### src/rtl/sram_arb_pkg.sv
// Shared types for the two-host SRAM port arbiter: host index,
// host count and the registered response record.
package sram_arb_pkg;

    localparam int NumHosts = 2;

    typedef enum logic {
        HostData  = 1'b0,
        HostInstr = 1'b1
    } host_e;

    // One outstanding response: which host it belongs to and whether
    // it reports an out-of-range access instead of RAM data.
    typedef struct packed {
        logic  valid;
        host_e host;
        logic  err;
    } rsp_t;

    // The host that is not h; used to hand priority to the loser.
    function automatic host_e other_host(input host_e h);
        return (h == HostData) ? HostInstr : HostData;
    endfunction

endpackage

### src/rtl/sram_arb_rr.sv
// Two-way round-robin picker. A sole requester always wins; on contention
// the host named by prio_q wins and priority moves to the loser.
module sram_arb_rr
    import sram_arb_pkg::*;
(
    input  logic                clk_i,
    input  logic                rst_ni,
    input  logic [NumHosts-1:0] req,
    output logic [NumHosts-1:0] gnt,
    output logic                gnt_valid,
    output host_e               gnt_host
);

    host_e prio_q;
    host_e prio_d;

    // Pick the winner and compute the next priority.
    always_comb begin
        // NOTE: every output gets a default first so no path through the
        // case leaves a variable unassigned, which would infer a latch.
        gnt_host = HostData;
        prio_d   = prio_q;
        gnt      = '0;
        unique case (req)
            2'b01: gnt_host = HostData;
            2'b10: gnt_host = HostInstr;
            2'b11: begin
                gnt_host = prio_q;
                prio_d   = other_host(prio_q);
            end
            default: gnt_host = HostData;
        endcase
        gnt_valid = |req;
        if (gnt_valid) begin
            gnt[gnt_host] = 1'b1;
        end
    end

    // Priority register; only contended grants move it.
    always_ff @(posedge clk_i or negedge rst_ni) begin
        if (!rst_ni) begin
            prio_q <= HostData;
        end else begin
            // NOTE: non-blocking so the flop samples the pre-edge value of
            // prio_d, independent of process evaluation order.
            prio_q <= prio_d;
        end
    end

endmodule

### src/rtl/sram_port_arbiter.sv
// Arbitrates a data host and an instruction host onto one single-port SRAM.
// Grants are combinational, responses arrive exactly one cycle later, and
// accesses outside the RAM window complete with an error response.
module sram_port_arbiter
    import sram_arb_pkg::*;
#(
    parameter int unsigned MemSize  = 262144,
    parameter logic [31:0] MemStart = 32'h0000_0000,
    localparam int unsigned AddrW   = $clog2(MemSize / 4)
) (
    input  logic                       clk_i,
    input  logic                       rst_ni,
    input  logic [NumHosts-1:0]        req_i,
    input  logic [NumHosts-1:0]        we_i,
    input  logic [NumHosts-1:0][3:0]   be_i,
    input  logic [NumHosts-1:0][31:0]  addr_i,
    input  logic [NumHosts-1:0][31:0]  wdata_i,
    output logic [NumHosts-1:0]        gnt_o,
    output logic [NumHosts-1:0]        rvalid_o,
    output logic [NumHosts-1:0][31:0]  rdata_o,
    output logic [NumHosts-1:0]        err_o,
    output logic                       ram_req_o,
    output logic                       ram_we_o,
    output logic [3:0]                 ram_be_o,
    output logic [AddrW-1:0]           ram_addr_o,
    output logic [31:0]                ram_wdata_o,
    input  logic [31:0]                ram_rdata_i
);

    localparam logic [31:0] MemMask = MemSize - 1;

    logic [NumHosts-1:0] req_gated;
    logic                gnt_valid;
    host_e               gnt_host;
    logic [31:0]         sel_addr;
    logic                in_range;
    rsp_t                rsp_q;

    // No grant can be issued while reset is held.
    assign req_gated = req_i & {NumHosts{rst_ni}};

    sram_arb_rr u_rr (
        .clk_i     (clk_i),
        .rst_ni    (rst_ni),
        .req       (req_gated),
        .gnt       (gnt_o),
        .gnt_valid (gnt_valid),
        .gnt_host  (gnt_host)
    );

    assign sel_addr = addr_i[gnt_host];
    assign in_range = (sel_addr & ~MemMask) == MemStart;

    // Forward the granted in-range access to the RAM; idle bus is all zero.
    always_comb begin
        ram_req_o   = 1'b0;
        ram_we_o    = 1'b0;
        ram_be_o    = '0;
        ram_addr_o  = '0;
        ram_wdata_o = '0;
        if (gnt_valid && in_range) begin
            ram_req_o   = 1'b1;
            ram_we_o    = we_i[gnt_host];
            ram_be_o    = be_i[gnt_host];
            ram_addr_o  = sel_addr[AddrW+1:2];
            ram_wdata_o = wdata_i[gnt_host];
        end
    end

    // Response record: one entry per grant, retired the following cycle.
    always_ff @(posedge clk_i or negedge rst_ni) begin
        if (!rst_ni) begin
            rsp_q <= '0;
        end else begin
            rsp_q.valid <= gnt_valid;
            rsp_q.host  <= gnt_host;
            rsp_q.err   <= gnt_valid && !in_range;
        end
    end

    // Steer the response to its host; error responses carry zero data.
    always_comb begin
        rvalid_o = '0;
        err_o    = '0;
        rdata_o  = '0;
        for (int h = 0; h < NumHosts; h++) begin
            if (rsp_q.valid && (int'(rsp_q.host) == h)) begin
                rvalid_o[h] = 1'b1;
                err_o[h]    = rsp_q.err;
                rdata_o[h]  = rsp_q.err ? 32'h0 : ram_rdata_i;
            end
        end
    end

endmodule

### config.mk
export PLATFORM = sky130hd
export DESIGN_NAME = sram_port_arbiter
export DESIGN_NICKNAME = d
export VERILOG_FILES = /design/src/rtl/sram_arb_pkg.sv /design/src/rtl/sram_arb_rr.sv /design/src/rtl/sram_port_arbiter.sv
export SDC_FILE = /design/constraint.sdc
export NUM_CORES = 1
export LEC_CHECK = 0
export CORE_AREA = 2 2 116 118
export CTS_BUF_LIST = sky130_fd_sc_hd__clkbuf_4 sky130_fd_sc_hd__clkbuf_8
export CTS_CLUSTER_DIAMETER = 80
export DETAILED_ROUTE_END_ITERATION = 8
export DIE_AREA = 0 0 118 120
export SLEW_MARGIN = 20
export SYNTH_ARGS = -nofsm -noshare
export SYNTH_HDL_FRONTEND = slang
export SYNTH_SLANG_ARGS = --single-unit
### constraint.sdc
create_clock -name clk_i -period 10.8 [get_ports clk_i]
set_input_delay 3.24 -clock clk_i [delete_from_list [all_inputs] [get_ports clk_i]]
set_output_delay 3.24 -clock clk_i [all_outputs]
set_load 0.01 [all_outputs]
==> results_dict.tcl <==
set metrics [dict create \
    status "finished clean" \
    num_rows 42 \
    tns_ns 0 \
    post_cts_resize_count 0 \
    seq_area_frac_synth 0.05416 \
    fin_total_pwr_w 0.0002017 \
    skew_ns 0.002021 \
    p_per_area_nw_per_um2 41.97 \
    synthCells 317 \
    synth_edf_count 0 \
    ant_nets 0 \
    relSlewSlack 0.3352 \
    cp.arrival_ns 5.90 \
    synthToLayoutAreaGrowth_pct 160.1 \
    grt_setup_unrepaired "false" \
    min_period_over_period 0.8460 \
    synth_flop_cell "dfrtp_1" \
    core_area_um2 12980 \
    synthArstFlopShare 1.000 \
    drc_errors 0 \
    drt_iter0_markers 75 \
    wire_per_inst_um 13.33 \
    clk_pin_slew_worst_paths_ns 0.03 \
    p_clk_frac 0.153 \
    path_cells "clkdlybuf4s50_1, or4_1, nor3_1, o2bb2a_4, a21oi_1, clkdlybuf4s50_1" \
    power_leakage_nw 1.742 \
    ys_ff_latch 4 \
    htreeDepth 1 \
    antenna_found_initial 0 \
    dr.pass1.iters 5 \
    grt_pass1_vias 3055 \
    hpwl_um 8217 \
    fmax_mhz 109.5 \
    synth_cell_types 27 \
    crit_slowest_cell "clkdlybuf4s50_1" \
    ctsHoldBuffers 0 \
    grt_overflow 0 \
    post_cts_buffers 0 \
    synth_area_um2 1848 \
    tightest_slew_ns 0.9972 \
    cp_max_fo 54 \
    p_comb_frac 0.738 \
    gp_congestion 0.7927 \
    die_h_um 120 \
    cts_made_buffers 3 \
    hold_path_class "reg2reg" \
    peakVddDrop_mv 0.02876 \
    grt_usage 0.1295 \
    antenna-diode-count 0 \
    avgSynthCellArea_um2 5.830 \
    p_switching_w 0.00007365 \
    syn_nets 491 \
    critPathLaunchType "input port" \
    seqPwrFrac 0.110 \
    initial_utilization 0.1424 \
    grt_pass1_wl_um 15150 \
    hold_viol 0 \
    critPathKind "in2out" \
    cts_max_path_buffers 2 \
    routed_via_density 4.131 \
    maxCapViolCount 0 \
    num_vias 3152 \
    die_w_um 118 \
    clk_latency_ns 0.21 \
    drive_above_1_share 0.1022 \
    drv_slew 0 \
    root_buffer "clkbuf_8" \
    cellInternalPower_w 0.0001281 \
    required_ns 7.56 \
    ios 298 \
    cp-end-kind "primary output" \
    setup_viol 0 \
    grt_start_max_net_pins 56 \
    slowest_delay_ns 0.59 \
    dieArea_um2 14160 \
    nNetsFinal 763 \
    numPortBuffers 293 \
    cpMostUsedCell "clkdlybuf4s50_1" \
    hold_ws_ns 0.5029 \
    finalCriticalPeriod_ns 9.137 \
    swShare 0.3651 \
    cts_tree "yes" \
    ys_warn_count 0 \
    cts.sinks 4 \
    drt_wl_total_um 10170 \
]
==> power groups by stage <==
stage / Combinational (W) / Clock (W) / Sequential, W
CTS: 0.000151 / 0.0000317 / 0.0000220
detailed placement: 0.000150 / 0 / 0.0000221
floorplan: 0.0000636 / 0 / 0.0000201
finish: 0.000149 / 0.0000308 / 0.0000221
global placement: 0.000147 / 0 / 0.0000219
global route: 0.000161 / 0.0000324 / 0.0000231
==> through the flow <==
stage,utilization,cell area [µm²],setup slack (ns),instances
after floorplan,-,1848,2.868,317
after global placement,0.3668,4761,1.574,760
after detailed placement,0.3670,4763,1.589,760
after CTS,0.3702,4805,1.599,763
after global routing,0.3703,4807,1.471,763
final,0.3703,4807,1.663,763
==> cell type report <==
| cell class | instances | area [µm²] |
|---|---|---|
| Multi-Input combinational cell | 279 | 1479 |
| Clock buffer | 3 | 41.29 |
| Inverter | 7 | 26.28 |
| Sequential cell | 4 | 100.1 |
| Timing Repair Buffer | 294 | 2940 |
| Fill cell | 1388 | 8173 |
| Tap cell | 176 | 220.2 |
==> worst max-delay path, delay by kind of cell <==
kind	cells	cell delay [ns]
and+or+nand+nor	2	0.89
buffers and inverters	2	0.98
AOI/OAI and AO/OA	2	0.77
==> cells in the mapped netlist (2+ instances only) <==
cell type	number	area share
nor2_1	65	0.13
nand2_1	110	0.22
clkbuf_1	13	0.026
buf_12	6	0.065
inv_1	6	0.012
nand2b_1	33	0.11
nand3_1	2	0.0054
nor4_1	3	0.010
a21oi_2	49	0.23
a21oi_1	4	0.011
buf_6	6	0.037
dfrtp_1	4	0.054
or4_1	2	0.0081
==> kinds of logic (layout without fill, tap and decap cells) <==
group,Yosys count,in the layout,share of synthesized area
simple gates,220,220,0.5098
flops,4,4,0.05417
buf+inv,34,304,0.1489
xor+xnor,1,1,0.004740
compound gates,58,58,0.2823
==> cell usage in the layout, fill, tap and decap left out <==
cell             instances
a2111oi_4                1
a21o_2                   1
a21oi_1                  4
a21oi_2                 49
and2_1                   1
and3_1                   1
buf_4                    1
clkbuf_8                 3
clkdlybuf4s50_1        293
dfrtp_1                  4
inv_1                    6
inv_2                    1
nand2_1                109
nand2_2                  1
nand2b_1                32
nand2b_2                 1
nand3_1                  2
nand4_1                  1
nor2_1                  65
nor3_1                   1
nor4_1                   3
o211a_1                  1
o21a_1                   1
o2bb2a_4                 1
or4_1                    2
or4_4                    1
xnor2_1                  1
==> metal layers <==
metal	share of wire	up-vias	GRT usage
met2	0.54	166	0.2580
li1	-	1542	-
met4	0.012	0	0.02937
met5	0	-	0
met3	0.079	8	0.02852
met1	0.37	1436	0.1374
==> state kept, by name, indices dropped and copies added (netlist names) <==
register / cells
rsp_q: 3
u_rr.prio_q: 1
==> path summary, 6_finish.rpt <==
check,startpoint,endpoint,slack (ns),depth (start not counted)
setup / recovery,addr_i[53],ram_we_o,1.66,6
hold / removal,u_rr.prio_q,u_rr.prio_q,0.50,1
setup reg to reg,u_rr.prio_q,rsp_q[0],9.13,4
hold reg to reg,u_rr.prio_q,u_rr.prio_q,0.50,1
max in group asynchronous,rst_ni,rsp_q[2],7.28,1
min in group asynchronous,rst_ni,rsp_q[0],3.28,1
Power figures use the tool's default switching activity.
